### src/rtl/processorci_bus_arbiter_pkg.sv
// Shared types and defaults for the N-master Wishbone-classic arbiter.
// Optional bus timeout is enabled with PROCESSORCI_ARB_TIMEOUT_EN.
package processorci_arb_pkg;

  typedef enum logic [1:0] {
    IDLE = 2'd0,
    REQ  = 2'd1,
    RESP = 2'd2
  } arb_state_e;

  localparam logic [31:0] ERR_DATA = 32'hDEAD_BEEF;

  localparam int DEF_NUM_MASTERS    = 2;
  localparam int DEF_ADDR_W         = 32;
  localparam int DEF_DATA_W         = 32;
  localparam int DEF_TIMEOUT_CYCLES = 1024;

  // Index width for n channels; one bit minimum so the single-master build stays legal.
  function automatic int idx_w(input int n);
    return (n > 1) ? $clog2(n) : 1;
  endfunction

endpackage

### src/rtl/processorci_bus_arbiter_if.sv
// Bundle of master-side and slave-side Wishbone signals around the arbiter.
// slave: the arbiter's view; master: the surrounding core/Controller view.
interface processorci_bus_arbiter_if
  import processorci_arb_pkg::*;
#(
  parameter int NUM_MASTERS = DEF_NUM_MASTERS,
  parameter int ADDR_W      = DEF_ADDR_W,
  parameter int DATA_W      = DEF_DATA_W
);
  localparam int SEL_W = DATA_W / 8;
  localparam int IDX_W = idx_w(NUM_MASTERS);

  logic [NUM_MASTERS-1:0]             m_cyc_i;
  logic [NUM_MASTERS-1:0]             m_stb_i;
  logic [NUM_MASTERS-1:0]             m_we_i;
  logic [NUM_MASTERS-1:0][SEL_W-1:0]  m_wstrb_i;
  logic [NUM_MASTERS-1:0][ADDR_W-1:0] m_addr_i;
  logic [NUM_MASTERS-1:0][DATA_W-1:0] m_data_i;
  logic [DATA_W-1:0]                  m_data_o;
  logic [NUM_MASTERS-1:0]             m_ack_o;
  logic [NUM_MASTERS-1:0]             m_err_o;
  logic [IDX_W-1:0]                   grant_o;

  logic              s_cyc_o;
  logic              s_stb_o;
  logic              s_we_o;
  logic [SEL_W-1:0]  s_wstrb_o;
  logic [ADDR_W-1:0] s_addr_o;
  logic [DATA_W-1:0] s_data_o;
  logic [DATA_W-1:0] s_data_i;
  logic              s_ack_i;

  modport slave (
    input  m_cyc_i, m_stb_i, m_we_i, m_wstrb_i, m_addr_i, m_data_i,
    output m_data_o, m_ack_o, m_err_o, grant_o,
    output s_cyc_o, s_stb_o, s_we_o, s_wstrb_o, s_addr_o, s_data_o,
    input  s_data_i, s_ack_i
  );

  modport master (
    output m_cyc_i, m_stb_i, m_we_i, m_wstrb_i, m_addr_i, m_data_i,
    input  m_data_o, m_ack_o, m_err_o, grant_o,
    input  s_cyc_o, s_stb_o, s_we_o, s_wstrb_o, s_addr_o, s_data_o,
    output s_data_i, s_ack_i
  );

endinterface

### src/rtl/processorci_bus_arbiter_rr_picker.sv
// Combinational round-robin picker: first requester at or after last+1, wrapping.
module rr_picker #(
  parameter int N     = 2,
  parameter int IDX_W = 1
) (
  input  logic [N-1:0]     req,
  input  logic [IDX_W-1:0] last,
  output logic             valid,
  output logic [IDX_W-1:0] idx
);

  // Scan distances from farthest to nearest so the nearest requester is written last.
  always_comb begin
    valid = 1'b0;
    idx   = '0;
    for (int i = N; i >= 1; i--) begin
      for (int k = 0; k < N; k++) begin
        if (req[k] && (k == ((int'(last) + i) % N))) begin
          valid = 1'b1;
          idx   = IDX_W'(k);
        end
      end
    end
  end

endmodule

### src/rtl/processorci_bus_arbiter.sv
// N-master to 1-slave Wishbone-classic arbiter, one outstanding transaction per grant.
// Define PROCESSORCI_ARB_TIMEOUT_EN to add the REQ-state timeout with error response.
module processorci_bus_arbiter
  import processorci_arb_pkg::*;
#(
  parameter int NUM_MASTERS    = DEF_NUM_MASTERS,
  parameter int ADDR_W         = DEF_ADDR_W,
  parameter int DATA_W         = DEF_DATA_W,
  parameter int TIMEOUT_CYCLES = DEF_TIMEOUT_CYCLES
) (
  input logic                     sys_clk,
  input logic                     rst_n,
  processorci_bus_arbiter_if.slave bus
);
  localparam int IDX_W = idx_w(NUM_MASTERS);

  arb_state_e       state;
  logic             aborted;
  logic             pick_vld;
  logic [IDX_W-1:0] pick_idx;
  logic             lost;

  rr_picker #(.N(NUM_MASTERS), .IDX_W(IDX_W)) u_pick (
    .req   (bus.m_cyc_i & bus.m_stb_i),
    .last  (bus.grant_o),
    .valid (pick_vld),
    .idx   (pick_idx)
  );

  // A master that let go of cyc at any point of REQ forfeits the response.
  assign lost = aborted | ~bus.m_cyc_i[bus.grant_o];

`ifdef PROCESSORCI_ARB_TIMEOUT_EN
  localparam int                TO_W    = $clog2(TIMEOUT_CYCLES) + 1;
  localparam logic [TO_W-1:0]   TO_LAST = TO_W'(TIMEOUT_CYCLES - 1);
  localparam logic [DATA_W-1:0] ERR_D   = DATA_W'(ERR_DATA);
  logic [TO_W-1:0] to_cnt;
`endif

  always_ff @(posedge sys_clk or negedge rst_n) begin
    if (!rst_n) begin
      state         <= IDLE;
      aborted       <= 1'b0;
      bus.grant_o   <= '0;
      bus.m_data_o  <= '0;
      bus.m_ack_o   <= '0;
      bus.m_err_o   <= '0;
      bus.s_cyc_o   <= 1'b0;
      bus.s_stb_o   <= 1'b0;
      bus.s_we_o    <= 1'b0;
      bus.s_wstrb_o <= '0;
      bus.s_addr_o  <= '0;
      bus.s_data_o  <= '0;
`ifdef PROCESSORCI_ARB_TIMEOUT_EN
      to_cnt        <= '0;
`endif
    end else begin
      bus.m_ack_o <= '0;
      bus.m_err_o <= '0;
      case (state)
        IDLE: begin
          if (pick_vld) begin
            bus.s_cyc_o   <= 1'b1;
            bus.s_stb_o   <= 1'b1;
            bus.s_we_o    <= bus.m_we_i[pick_idx];
            bus.s_wstrb_o <= bus.m_wstrb_i[pick_idx];
            bus.s_addr_o  <= bus.m_addr_i[pick_idx];
            bus.s_data_o  <= bus.m_data_i[pick_idx];
            bus.grant_o   <= pick_idx;
            aborted       <= 1'b0;
`ifdef PROCESSORCI_ARB_TIMEOUT_EN
            to_cnt        <= '0;
`endif
            state         <= REQ;
          end
        end
        REQ: begin
          if (!bus.m_cyc_i[bus.grant_o]) aborted <= 1'b1;
          if (bus.s_ack_i) begin
            bus.s_cyc_o <= 1'b0;
            bus.s_stb_o <= 1'b0;
            if (!lost) begin
              bus.m_ack_o <= NUM_MASTERS'(1) << bus.grant_o;
              if (!bus.s_we_o) bus.m_data_o <= bus.s_data_i;
            end
            state <= RESP;
          end
`ifdef PROCESSORCI_ARB_TIMEOUT_EN
          else if (to_cnt == TO_LAST) begin
            bus.s_cyc_o  <= 1'b0;
            bus.s_stb_o  <= 1'b0;
            bus.m_data_o <= ERR_D;
            bus.m_err_o  <= NUM_MASTERS'(1) << bus.grant_o;
            state        <= RESP;
          end else begin
            to_cnt <= to_cnt + 1'b1;
          end
`endif
        end
        RESP:    state <= IDLE;
        default: state <= IDLE;
      endcase
    end
  end

endmodule

### src/flat_wrapper.sv
// flat-port wrapper written by rule: the top's interface ports become plain ports
module processorci_bus_arbiter_flat import processorci_arb_pkg::*;
#(
  parameter int NUM_MASTERS    = DEF_NUM_MASTERS,
  parameter int ADDR_W         = DEF_ADDR_W,
  parameter int DATA_W         = DEF_DATA_W,
  parameter int TIMEOUT_CYCLES = DEF_TIMEOUT_CYCLES
)
  (sys_clk, rst_n, bus_m_cyc_i, bus_m_stb_i, bus_m_we_i, bus_m_wstrb_i, bus_m_addr_i, bus_m_data_i, bus_m_data_o, bus_m_ack_o, bus_m_err_o, bus_grant_o, bus_s_cyc_o, bus_s_stb_o, bus_s_we_o, bus_s_wstrb_o, bus_s_addr_o, bus_s_data_o, bus_s_data_i, bus_s_ack_i);
  processorci_bus_arbiter_if #(.NUM_MASTERS(NUM_MASTERS), .ADDR_W(ADDR_W), .DATA_W(DATA_W)) bus_i ();
  input logic sys_clk;
  input logic rst_n;
  input wire logic [$bits(bus_i.m_cyc_i)-1:0] bus_m_cyc_i;
  input wire logic [$bits(bus_i.m_stb_i)-1:0] bus_m_stb_i;
  input wire logic [$bits(bus_i.m_we_i)-1:0] bus_m_we_i;
  input wire logic [$bits(bus_i.m_wstrb_i)-1:0] bus_m_wstrb_i;
  input wire logic [$bits(bus_i.m_addr_i)-1:0] bus_m_addr_i;
  input wire logic [$bits(bus_i.m_data_i)-1:0] bus_m_data_i;
  output wire logic [$bits(bus_i.m_data_o)-1:0] bus_m_data_o;
  output wire logic [$bits(bus_i.m_ack_o)-1:0] bus_m_ack_o;
  output wire logic [$bits(bus_i.m_err_o)-1:0] bus_m_err_o;
  output wire logic [$bits(bus_i.grant_o)-1:0] bus_grant_o;
  output wire logic [$bits(bus_i.s_cyc_o)-1:0] bus_s_cyc_o;
  output wire logic [$bits(bus_i.s_stb_o)-1:0] bus_s_stb_o;
  output wire logic [$bits(bus_i.s_we_o)-1:0] bus_s_we_o;
  output wire logic [$bits(bus_i.s_wstrb_o)-1:0] bus_s_wstrb_o;
  output wire logic [$bits(bus_i.s_addr_o)-1:0] bus_s_addr_o;
  output wire logic [$bits(bus_i.s_data_o)-1:0] bus_s_data_o;
  input wire logic [$bits(bus_i.s_data_i)-1:0] bus_s_data_i;
  input wire logic [$bits(bus_i.s_ack_i)-1:0] bus_s_ack_i;
  assign bus_i.m_cyc_i = bus_m_cyc_i;
  assign bus_i.m_stb_i = bus_m_stb_i;
  assign bus_i.m_we_i = bus_m_we_i;
  assign bus_i.m_wstrb_i = bus_m_wstrb_i;
  assign bus_i.m_addr_i = bus_m_addr_i;
  assign bus_i.m_data_i = bus_m_data_i;
  assign bus_m_data_o = bus_i.m_data_o;
  assign bus_m_ack_o = bus_i.m_ack_o;
  assign bus_m_err_o = bus_i.m_err_o;
  assign bus_grant_o = bus_i.grant_o;
  assign bus_s_cyc_o = bus_i.s_cyc_o;
  assign bus_s_stb_o = bus_i.s_stb_o;
  assign bus_s_we_o = bus_i.s_we_o;
  assign bus_s_wstrb_o = bus_i.s_wstrb_o;
  assign bus_s_addr_o = bus_i.s_addr_o;
  assign bus_s_data_o = bus_i.s_data_o;
  assign bus_i.s_data_i = bus_s_data_i;
  assign bus_i.s_ack_i = bus_s_ack_i;
  processorci_bus_arbiter #(.NUM_MASTERS(NUM_MASTERS), .ADDR_W(ADDR_W), .DATA_W(DATA_W), .TIMEOUT_CYCLES(TIMEOUT_CYCLES)) u_core (.sys_clk(sys_clk), .rst_n(rst_n), .bus(bus_i));
endmodule
### config.mk
export PLATFORM = sky130hd
export DESIGN_NAME = processorci_bus_arbiter_flat
export DESIGN_NICKNAME = d
export VERILOG_FILES = /design/src/rtl/processorci_bus_arbiter_pkg.sv /design/src/rtl/processorci_bus_arbiter_if.sv /design/src/rtl/processorci_bus_arbiter_rr_picker.sv /design/src/rtl/processorci_bus_arbiter.sv /design/src/flat_wrapper.sv
export SDC_FILE = /design/constraint.sdc
export NUM_CORES = 1
export LEC_CHECK = 0
export CAP_MARGIN = 20
export CORE_MARGIN = 1.5
export CORE_UTILIZATION = 40
export CTS_CLUSTER_DIAMETER = 30
export DETAILED_ROUTE_END_ITERATION = 8
export PLACE_DENSITY = 0.86
export SLEW_MARGIN = 10
export SYNTH_ARGS = -nofsm -noshare
export SYNTH_HDL_FRONTEND = slang
export SYNTH_HIERARCHICAL = 1
export SYNTH_SLANG_ARGS = --single-unit
### constraint.sdc
create_clock -name sys_clk -period 3 [get_ports sys_clk]
set_input_delay 0.45 -clock sys_clk [delete_from_list [all_inputs] [get_ports sys_clk]]
set_output_delay 0.45 -clock sys_clk [all_outputs]
set_load 0.1 [all_outputs]
; ---- Yosys cells after proc, flatten, opt, wreduce, memory -nomap -nowiden
; Cells that the tools add are included.
[op_classes]
reduce_logical = 13
magnitude_cmp = 2
multipliers = 0
shifts = 1
muxes = 29
n_bitwise = 7
n_addsub = 2
n_eq_ne = 6
div = 0
[op_table]
columns = operator, n
row1 = two-way mux 32 bit, 4
row2 = logical NOT 32 bit, 2
row3 = two-way mux 1 bit, 15
row4 = two-way mux 2 bit, 5
row5 = two-way mux 4 bit, 2
row6 = AND reduction 3 bit, 2
row7 = "equality test 2 bit, first input constant", 2
row8 = logical AND 1 bit, 4
row9 = "< comparator 1 x 2 -> 1 bit, second input constant", 2
row10 = "inequality test 2 bit, second input constant", 2
row11 = case mux 1 bit (2 select lines), 2
row12 = case mux 2 bit (2 select lines), 1
row13 = AND reduction 2 bit, 2
row14 = AND reduction 4 bit, 1
row15 = inverter 1 bit, 3
row16 = "adder 1 bit, second input constant", 2
row17 = "AND 1 bit, first input constant", 2
row18 = AND 2 bit, 1
row19 = "equality test 2 x 1 -> 1 bit, second input constant", 1
row20 = logical NOT 2 bit, 1
row21 = "inequality test 2 x 1 -> 1 bit, second input constant", 1
row22 = nonzero test 2 bit, 1
row23 = "left shift 1 x 1 -> 2 bit, first input constant", 1
row24 = OR 1 bit, 1
[totals]
output_inout_bits = 108
n_memories = 0
latchBits = 0
in_bits = 177
mem_bits_ro = 0
elab_cells = 70
regBits = 108
ramBits = 0

; ---- Depth between registers and ports, before layout
; Gate-level depths: netlist (run 1).
[depth]
depth_word = 10
ltp_mapped = 7
ltp_nobuf = 5

; ---- Hierarchy
; Netlist (run 1), hierarchy kept.
[modules_own_cells]
columns = module, area_each_um2, cells_each, instances, seq_area_each_um2
row1 = processorci_bus_arbiter, 4675.7, 397, 1, 2702.6
row2 = rr_picker, 13.8, 2, 1, 0.0

; ---- Least setup slack after synthesis (run 1)
; No wires, ideal clock.
[synth_path]
kind = register -> register
startpoint = register u_core.bus.grant_o
endpoint = register u_core.bus.m_data_o[0]
path_stages_with_launch = 5
path_buffers = 1
required_time_ns = 2.875
slack_ns = 0.784
synth_period_minus_slack_ns = 2.216
setup_time_ns = 0.125
arrival_time_ns = 2.091
cell_sequence = dfrtp_1 -> mux2i_1 -> nor4_4 -> buf_6 -> mux2_2
[synth_via]
elab_chain_len = 6
[synth_rtl]
columns = element, line_no
row1 = from (decl), processorci_bus_arbiter_if.sv:35  ; output m_data_o, m_ack_o, m_err_o, grant_o,
row2 = from (signal assigned), processorci_bus_arbiter.sv:69  ; bus.grant_o <= pick_idx;
row3 = two-way mux 1 bit (implied by the code) (2 in a row), processorci_bus_arbiter.sv:31  ; assign lost = aborted | ~bus.m_cyc_i[bus.grant_o];
row4 = inverter 1 bit, processorci_bus_arbiter.sv:31
row5 = OR 1 bit, processorci_bus_arbiter.sv:31
row6 = inverter 1 bit (no source line), n/a
row7 = AND reduction 4 bit (no source line), n/a
row8 = to (signal assigned), processorci_bus_arbiter.sv:84  ; if (!bus.s_we_o) bus.m_data_o <= bus.s_data_i;
row9 = to (decl), processorci_bus_arbiter_if.sv:35
; No other way between the ends. The select of a mux whose other input is x is not followed.
; A chain may end at the register's enable or synchronous reset.

; ---- Worst setup path in the final report (run 1)
[layout_path]
startpoint = input bus_m_cyc_i[0]
endpoint = register u_core.bus.s_data_o[30]
[layout_via]
elab_chain_len = 7
elab_cells_between_ends = 12
classes_between = 8 x mux / 1 x bitwise / 3 x reduce/logical
[layout_rtl]
columns = element, line_no
row1 = from (decl), flat_wrapper.sv:13  ; input wire logic [$bits(bus_i.m_cyc_i)-1:0] bus_m_cyc_i;
row2 = AND 2 bit *, processorci_bus_arbiter.sv:24  ; .req (bus.m_cyc_i & bus.m_stb_i),
row3 = logical AND 1 bit, processorci_bus_arbiter_rr_picker.sv:18  ; if (req[k] && (k == ((int'(last) + i) % N))) begin
row4 = two-way mux 1 bit (2 in a row), processorci_bus_arbiter_rr_picker.sv:18
row5 = two-way mux 1 bit * (2 in a row), processorci_bus_arbiter_rr_picker.sv:18
row6 = via u_core.pick_vld, processorci_bus_arbiter.sv:19  ; logic pick_vld;
row7 = AND reduction 2 bit (no source line) *, n/a
row8 = to (signal assigned), processorci_bus_arbiter.sv:68  ; bus.s_data_o <= bus.m_data_i[pick_idx];
row9 = to (decl), processorci_bus_arbiter_if.sv:36  ; output s_cyc_o, s_stb_o, s_we_o, s_wstrb_o, s_addr_o, s_data_o,
; Mark *: on every way through the listed nets, which the timed path passes. The rest lies on a longest branch. The select of a mux whose other input is x is not followed.

==> key figures, run 1 <==
Route
  – DR vias/cell: 4.89
  – DR vias: 3999
  – DRC: 0
  – Iter 0 DRT Violations: 155
  – First-pass DRT Iterations: 4
  – Average wire per standard cell: 16.0 um
  – Total Wirelength: 13000 um
  – Routed Antenna Nets: 0

Power
  – Sequential Power Share: 24.3%
  – Switching Fraction: 57.6%
  – Total leakage power: 3.33 nW
  – Pwr Density: 1230 nW/um2
  – Clk pwr share: 13.7%
  – Power Internal: 4.00 mW
  – Logic pwr share: 61.9%
  – Worst IR drop on VDD: 1.03 mV
  – NetSw: 5.45 mW

Min path
  – Worst hold path class: primary input to async pin

GRT
  – Tot GR Track Use: 21.0%
  – Vias in the first global route: 4260
  – GR Overflow Total: 0
  – Global-route wire length before repair: 20900 um
  – Largest net degree at the start of global routing: 72
  – Initial antenna violation count: 0

Timing
  – F_max: 503 MHz
  – Slew Limit Fails: 0
  – Final period util: 66.2%
  – Crit path time final: 1.99 ns
  – Unrepaired setup endpoints after global routing: no
  – Least-Margin Pin Slew: 0.620 ns
  – Worst Setup Slack, final: 1.01 ns
  – Fin. Hold Viols: 0
  – Max-slew headroom: 58.7%
  – Worst Skew: 0.00919 ns
  – TNS Setup: 0 ns
  – Setup violations, final: 0

Yosys
  – Register area share after synthesis: 57.6%
  – Ys Warns: 6
  – Post-Synthesis Cells: 399
  – Mean post-synth cell area: 11.8 um2
  – Yosys top cell area share: 57.6%
  – Ranking of synthesized cells by area: dfrtp_1 (58%), mux2i_1 (15%), a21oi_1 (7.6%), mux2_2 (7.0%), nor2_1 (5.7%)
  – Post-Syn Area: 4690 um2
  – Post-synth top area cell: dfrtp_1
  – Seq cells post-synth: 108
  – Synth cell types: 24

Worst setup path
  – Endpoint class of the critical path: flip-flop
  – CP Launch Point: bus_m_cyc_i[0]
  – Worst path cell trace: clkdlybuf4s50_1 > and2_1 > or2_1 > nor3b_4 > buf_12 > nor2_1 > a21oi_1
  – CP max-delay cell: clkdlybuf4s50_1
  – Worst R2R Setup Slack: 1.17 ns
  – CP startpoint kind: primary input
  – Critical path arrival: 2.24 ns
  – RR Startpoint: u_core/state[1]
  – R2R Path End: u_core/bus.m_data_o[14]
  – Reg2Reg Depth: 4
  – Worst Path Required: 3.26 ns
  – Crit path depth: 7
  – Setup CP Type: primary input to flip-flop
  – Critical path buffer and inverter count: 2
  – Largest stage delay, worst path: 0.50 ns
  – Crit-path leading delay family: simple AND/OR/NAND/NOR gates
  – Crit path max fanout: 68

Job
  – Max-cap check violation count: 0

CTS
  – Sink Count: 108
  – Hold buffer count at CTS: 0
  – Root buffer cell: clkbuf_16
  – CTS H-tree depth: 3
  – Post-CTS Setup Inserts: 0
  – Total CTS buffers: 9
  – Reg clk slew, reported paths: 0.07 ns
  – Max Root-Sink Buffers: 2
  – Post_cts resized: 0
  – Worst-Skew Late Latency: 0.34 ns
  – CTS tree: done

Placed design
  – Place WS: 0.697 ns
  – Detailed placer's ending HPWL: 9880 um
  – Port Buf Inserts: 282
  – GPL Wtd Cong: 0.785

Floorplan
  – Die extent in x: 111 um
  – Initial Util: 41.1%
  – Core area: 11400 um2
  – Chip height: 111 um
  – # IOs: 285
  – Std-Cell Rows: 39
  – Die area: 12400 um2

Cells and area
  – Filler cells: 830
  – Layout cell share with drive strength beyond 1: 23.9%
  – Diodes inserted: 0
  – Area grow syn2layout: 64.5%
  – Most frequent cells in the layout: clkdlybuf4s50_1 (175), buf_4 (108), dfrtp_1 (108)
  – Commonest non-fill, non-tap cell in the layout: clkdlybuf4s50_1
  – Layout net count: 846

Status
  – Status: completed
## worst reg2reg max path, delay by kind of cell (launching register included)
family	cells	cell delay, ns
buffers and inverters	1	0.41
DFF	1	0.46
muxes	1	0.41
and+or+nand+nor	2	0.45
## cell type report
type	instances	area [um2]	share of cell area (%)
Timing Repair Buffer	287	2640	34.3
Clock inverter	5	83.8	1.09
Tap cell	143	179	2.32
Clock buffer	11	253	3.28
Inverter	3	11.3	0.146
Sequential cell	108	2700	35.0
Multi-Input combinational cell	260	1840	23.9
## power by group through the flow
stage | Combinational [mW] | Clock [mW] | Sequential [mW]
3_5_place_dp | 5.88 | 0 | 2.32
5_1_grt | 6.01 | 1.40 | 2.37
6_report | 5.86 | 1.30 | 2.30
4_1_cts | 5.88 | 1.34 | 2.30
3_3_place_gp | 5.81 | 0 | 2.30
2_1_floorplan | 0.696 | 0 | 6.10
## through the flow
stage | cells | hold WS [ns] | power (mW) | util, % | cell area (um2)
floorplan | 400 | 0.154 | 6.79 | - | 4690
global placement | 801 | 0.472 | 8.11 | 64.6 | 7380
detailed placement | 801 | 0.484 | 8.20 | 64.6 | 7380
CTS | 817 | 0.138 | 9.52 | 67.5 | 7710
global route | 817 | 0.164 | 9.78 | 67.5 | 7710
finish | 817 | 0.115 | 9.45 | 67.5 | 7710
## kinds of logic (layout without fill, tap and decap cells)
family                 Yosys count  count (layout)  synth area share [%]
AND/OR/NAND/NOR                 81              81                  7.74
multiplexers                   104             104                  23.1
flip-flops                     108             108                  57.6
AO/OA/AOI/OAI                   73              73                  7.90
other                            1               2                0.0800
buffers and inverters           32             306                  3.58
## synth_stat cells, drive strengths merged
cell      n
dfrtp   108
a21oi    71
mux2i    71
nor2     71
mux2     33
buf      20
clkbuf    9
inv       3
and2      2
a21boi    1
a21o      1
conb      1
nand2     1
nand2b    1
nand3b    1
nor3      1
nor3b     1
nor4      1
nor4b     1
or2       1
## state kept, by name, summed over array words and instances (netlist names)
name	count
u_core/aborted	1
u_core/bus.s_we_o	1
u_core/bus.s_stb_o	1
u_core/state	2
u_core/bus.grant_o	1
u_core/bus.s_data_o	32
u_core/bus.m_data_o	32
u_core/bus.s_wstrb_o	4
u_core/bus.s_addr_o	32
u_core/bus.m_ack_o	2
## metal layers
metal / vias up / track usage [%] / wire (um) / part of all wire (%)
met5: - / 0 / 0 / 0
met4: 0 / 8.10 / 316 / 2.4
met3: 26 / 4.76 / 910 / 7.0
met2: 192 / 37.8 / 6840 / 52
met1: 1865 / 24.2 / 4970 / 38
li1: 1916 / - / - / -
## worst max path at each step
stage                                    to  slack (ns)
finish              u_core/bus.s_data_o[30]        1.01
global route        u_core/bus.s_addr_o[28]        0.90
CTS                 u_core/bus.s_addr_o[28]        1.02
detailed placement   u_core/bus.s_addr_o[5]        0.70
global placement     u_core/bus.s_addr_o[5]        0.73
floorplan            u_core/bus.m_data_o[0]        0.78
No activity file was read; power rests on OpenSTA's default activity.
==> run 2, diff against run 1 <==
- CORE_UTILIZATION: 40 -> 34
- PLACE_DENSITY: 0.86 -> 0.77
- clock period: 3 -> 1.7 ns (I/O delays scaled with it)
==> run 2 against run 1 <==
Wire length grew 14%. Clock power grew 68%. Register-to-register slack lost 1.1 ns. Combinational power grew 120%. Via count grew 4.2%. Worst setup slack lost 0.98 ns. Clock-buffer cell count grew 2. Largest cell class is now non-clock buffers.
==> key figures, run 2 (synthesis gave the netlist of run 1 again) <==
Cells and area
  – Top Registers: u_core/bus.m_data_o x32, u_core/bus.s_addr_o x32, u_core/bus.s_data_o x32
  – Storage cell area: 2710 um2
  – Area grow syn2layout: 102%
  – Diodes inserted: 0
  – Multi-input gate area: 1850 um2
  – Layout cell share with drive strength beyond 1: 28.1%
  – Layout net count: 879
  – Filler cells: 926
  – Finished Cell Area: 9470 um2
  – Commonest non-fill, non-tap cell in the layout: clkdlybuf4s50_1
  – Most frequent cells in the layout: clkdlybuf4s50_1 (175), buf_12 (116), dfrtp_1 (106)

Worst setup path
  – CP startpoint kind: flip-flop
  – Reg2Reg Depth: 4
  – Endpoint class of the critical path: flip-flop
  – Crit path max fanout: 32
  – Worst R2R Setup Slack: 0.03 ns
  – R2R Path End: u_core/bus.m_data_o[8]
  – RR Startpoint: u_core/bus.grant_o
  – Setup CP Type: flip-flop to flip-flop
  – Worst path cell trace: mux2i_1 > nor4_4 > buf_12 > mux2_2
  – Critical path arrival: 1.89 ns
  – CP max-delay cell: dfrtp_4
  – Worst Path Required: 1.92 ns
  – Largest stage delay, worst path: 0.52 ns

Floorplan
  – Die extent in x: 120 um
  – Chip height: 120 um
  – # IOs: 285
  – Die area: 14500 um2
  – Core area: 13300 um2
  – Initial Util: 35.1%
  – Std-Cell Rows: 42

GRT
  – GR Overflow Total: 0
  – Vias in the first global route: 4496
  – Tot GR Track Use: 20.4%
  – Initial antenna violation count: 0
  – Largest net degree at the start of global routing: 55
  – Global-route wire length before repair: 22900 um

Status
  – Status: completed

Timing
  – Crit path time final: 1.67 ns
  – Setup violations, final: 0
  – Final period util: 98.0%
  – F_max: 600 MHz
  – Fin. Hold Viols: 0
  – Slew Limit Fails: 0
  – Worst hold margin: 0.347 ns
  – Worst Skew: 0.00563 ns

Placed design
  – GPL Wtd Cong: 0.790
  – Detailed placer's ending HPWL: 11800 um
  – Port Buf Inserts: 282
  – Area of placed instances: 9040 um2

CTS
  – Max Root-Sink Buffers: 2
  – Worst-Skew Late Latency: 0.34 ns
  – CTS tree: done
  – Sink Count: 108
  – Post-CTS Setup Inserts: 0
  – Total CTS buffers: 9
  – CTS H-tree depth: 3
  – Reg clk slew, reported paths: 0.07 ns
  – Root buffer cell: clkbuf_16

Route
  – Total Wirelength: 14900 um
  – First-pass DRT Iterations: 7
  – DR vias/cell: 4.72
  – Iter 0 DRT Violations: 122
  – Routed Antenna Nets: 0
  – DR vias: 4168
  – Average wire per standard cell: 16.8 um
  – DRC: 0

Power
  – Pwr Density: 2090 nW/um2
  – Total leakage power: 4.05 nW
  – Worst IR drop on VDD: 1.05 mV

Min path
  – Worst hold path class: primary input to async pin

Job
  – Max-cap check violation count: 0
-- run 2: cell count changes in the layout (fill, tap and decap cells not counted), moves of 3 or more --
cell       before  now
buf_12          4  116
buf_4         108   22
buf_6           0    3
clkbuf_16       9   12
-- run 2: routing by layer --
metal	GRT usage [%]	share of wire [%]
met1	21.0	35
met2	37.6	54
met3	6.65	9.3
met4	8.38	2.3
met5	0	0
-- run 2: how the worst max path moves through the flow --
stage | slack, ns | endpoint | from
6_report | 0.03 | u_core/bus.m_data_o[8] | u_core/bus.grant_o
5_1_grt | -0.004 | u_core/bus.s_addr_o[28] | bus_m_cyc_i[1]
4_1_cts | 0.02 | u_core/bus.s_data_o[2] | bus_m_cyc_i[0]
3_5_place_dp | -0.33 | u_core/bus.s_data_o[2] | bus_m_cyc_i[0]
3_3_place_gp | -0.27 | u_core/bus.s_addr_o[28] | bus_m_cyc_i[1]
2_1_floorplan | -0.11 | u_core/bus.s_addr_o[14] | u_core/bus.grant_o
-- run 2: final cells by class --
class,instances,share of cell area (%)
well taps,176,2.32
multi-input cells,260,19.6
repair buffers,320,46.0
flip-flops and latches,108,28.6
clock inverters,3,0.449
inverters,3,0.119
clock buffers,13,2.96
-- run 2: worst max-delay path: cells and delay by family, from the launching register on --
| kind | cells | cell delay [ns] |
|---|---|---|
| muxes | 2 | 0.55 |
| DFF | 1 | 0.52 |
| and+or+nand+nor | 1 | 0.21 |
| buffers and inverters | 1 | 0.25 |
-- run 2: per-stage QoR --
step	TNS, ns	cells	util (%)	setup WS (ns)	total power [mW]
2_1_floorplan	-4.86	400	-	-0.107	12.0
3_3_place_gp	-20.15	863	67.7	-0.272	17.4
3_5_place_dp	-25.95	863	67.7	-0.333	17.6
4_1_cts	0	880	70.2	0.0213	19.9
5_1_grt	-0.00448	883	71.0	-0.00448	20.4
6_report	0	883	71.0	0.0343	19.8
-- run 2: repair_timing --
item,in CTS,in global routing
endpoints found under the hold margin,16,0
hold buffers,1,0
endpoints found under the setup margin,0,63
gates resized for setup,0,7
-- run 2: power by group --
part	switching [mW]	total, mW	internal (mW)	leakage (nW)
registers	1.08	4.59	3.51	1.24
logic	8.28	13.0	4.72	2.65
clock network	0.892	2.19	1.30	0.158
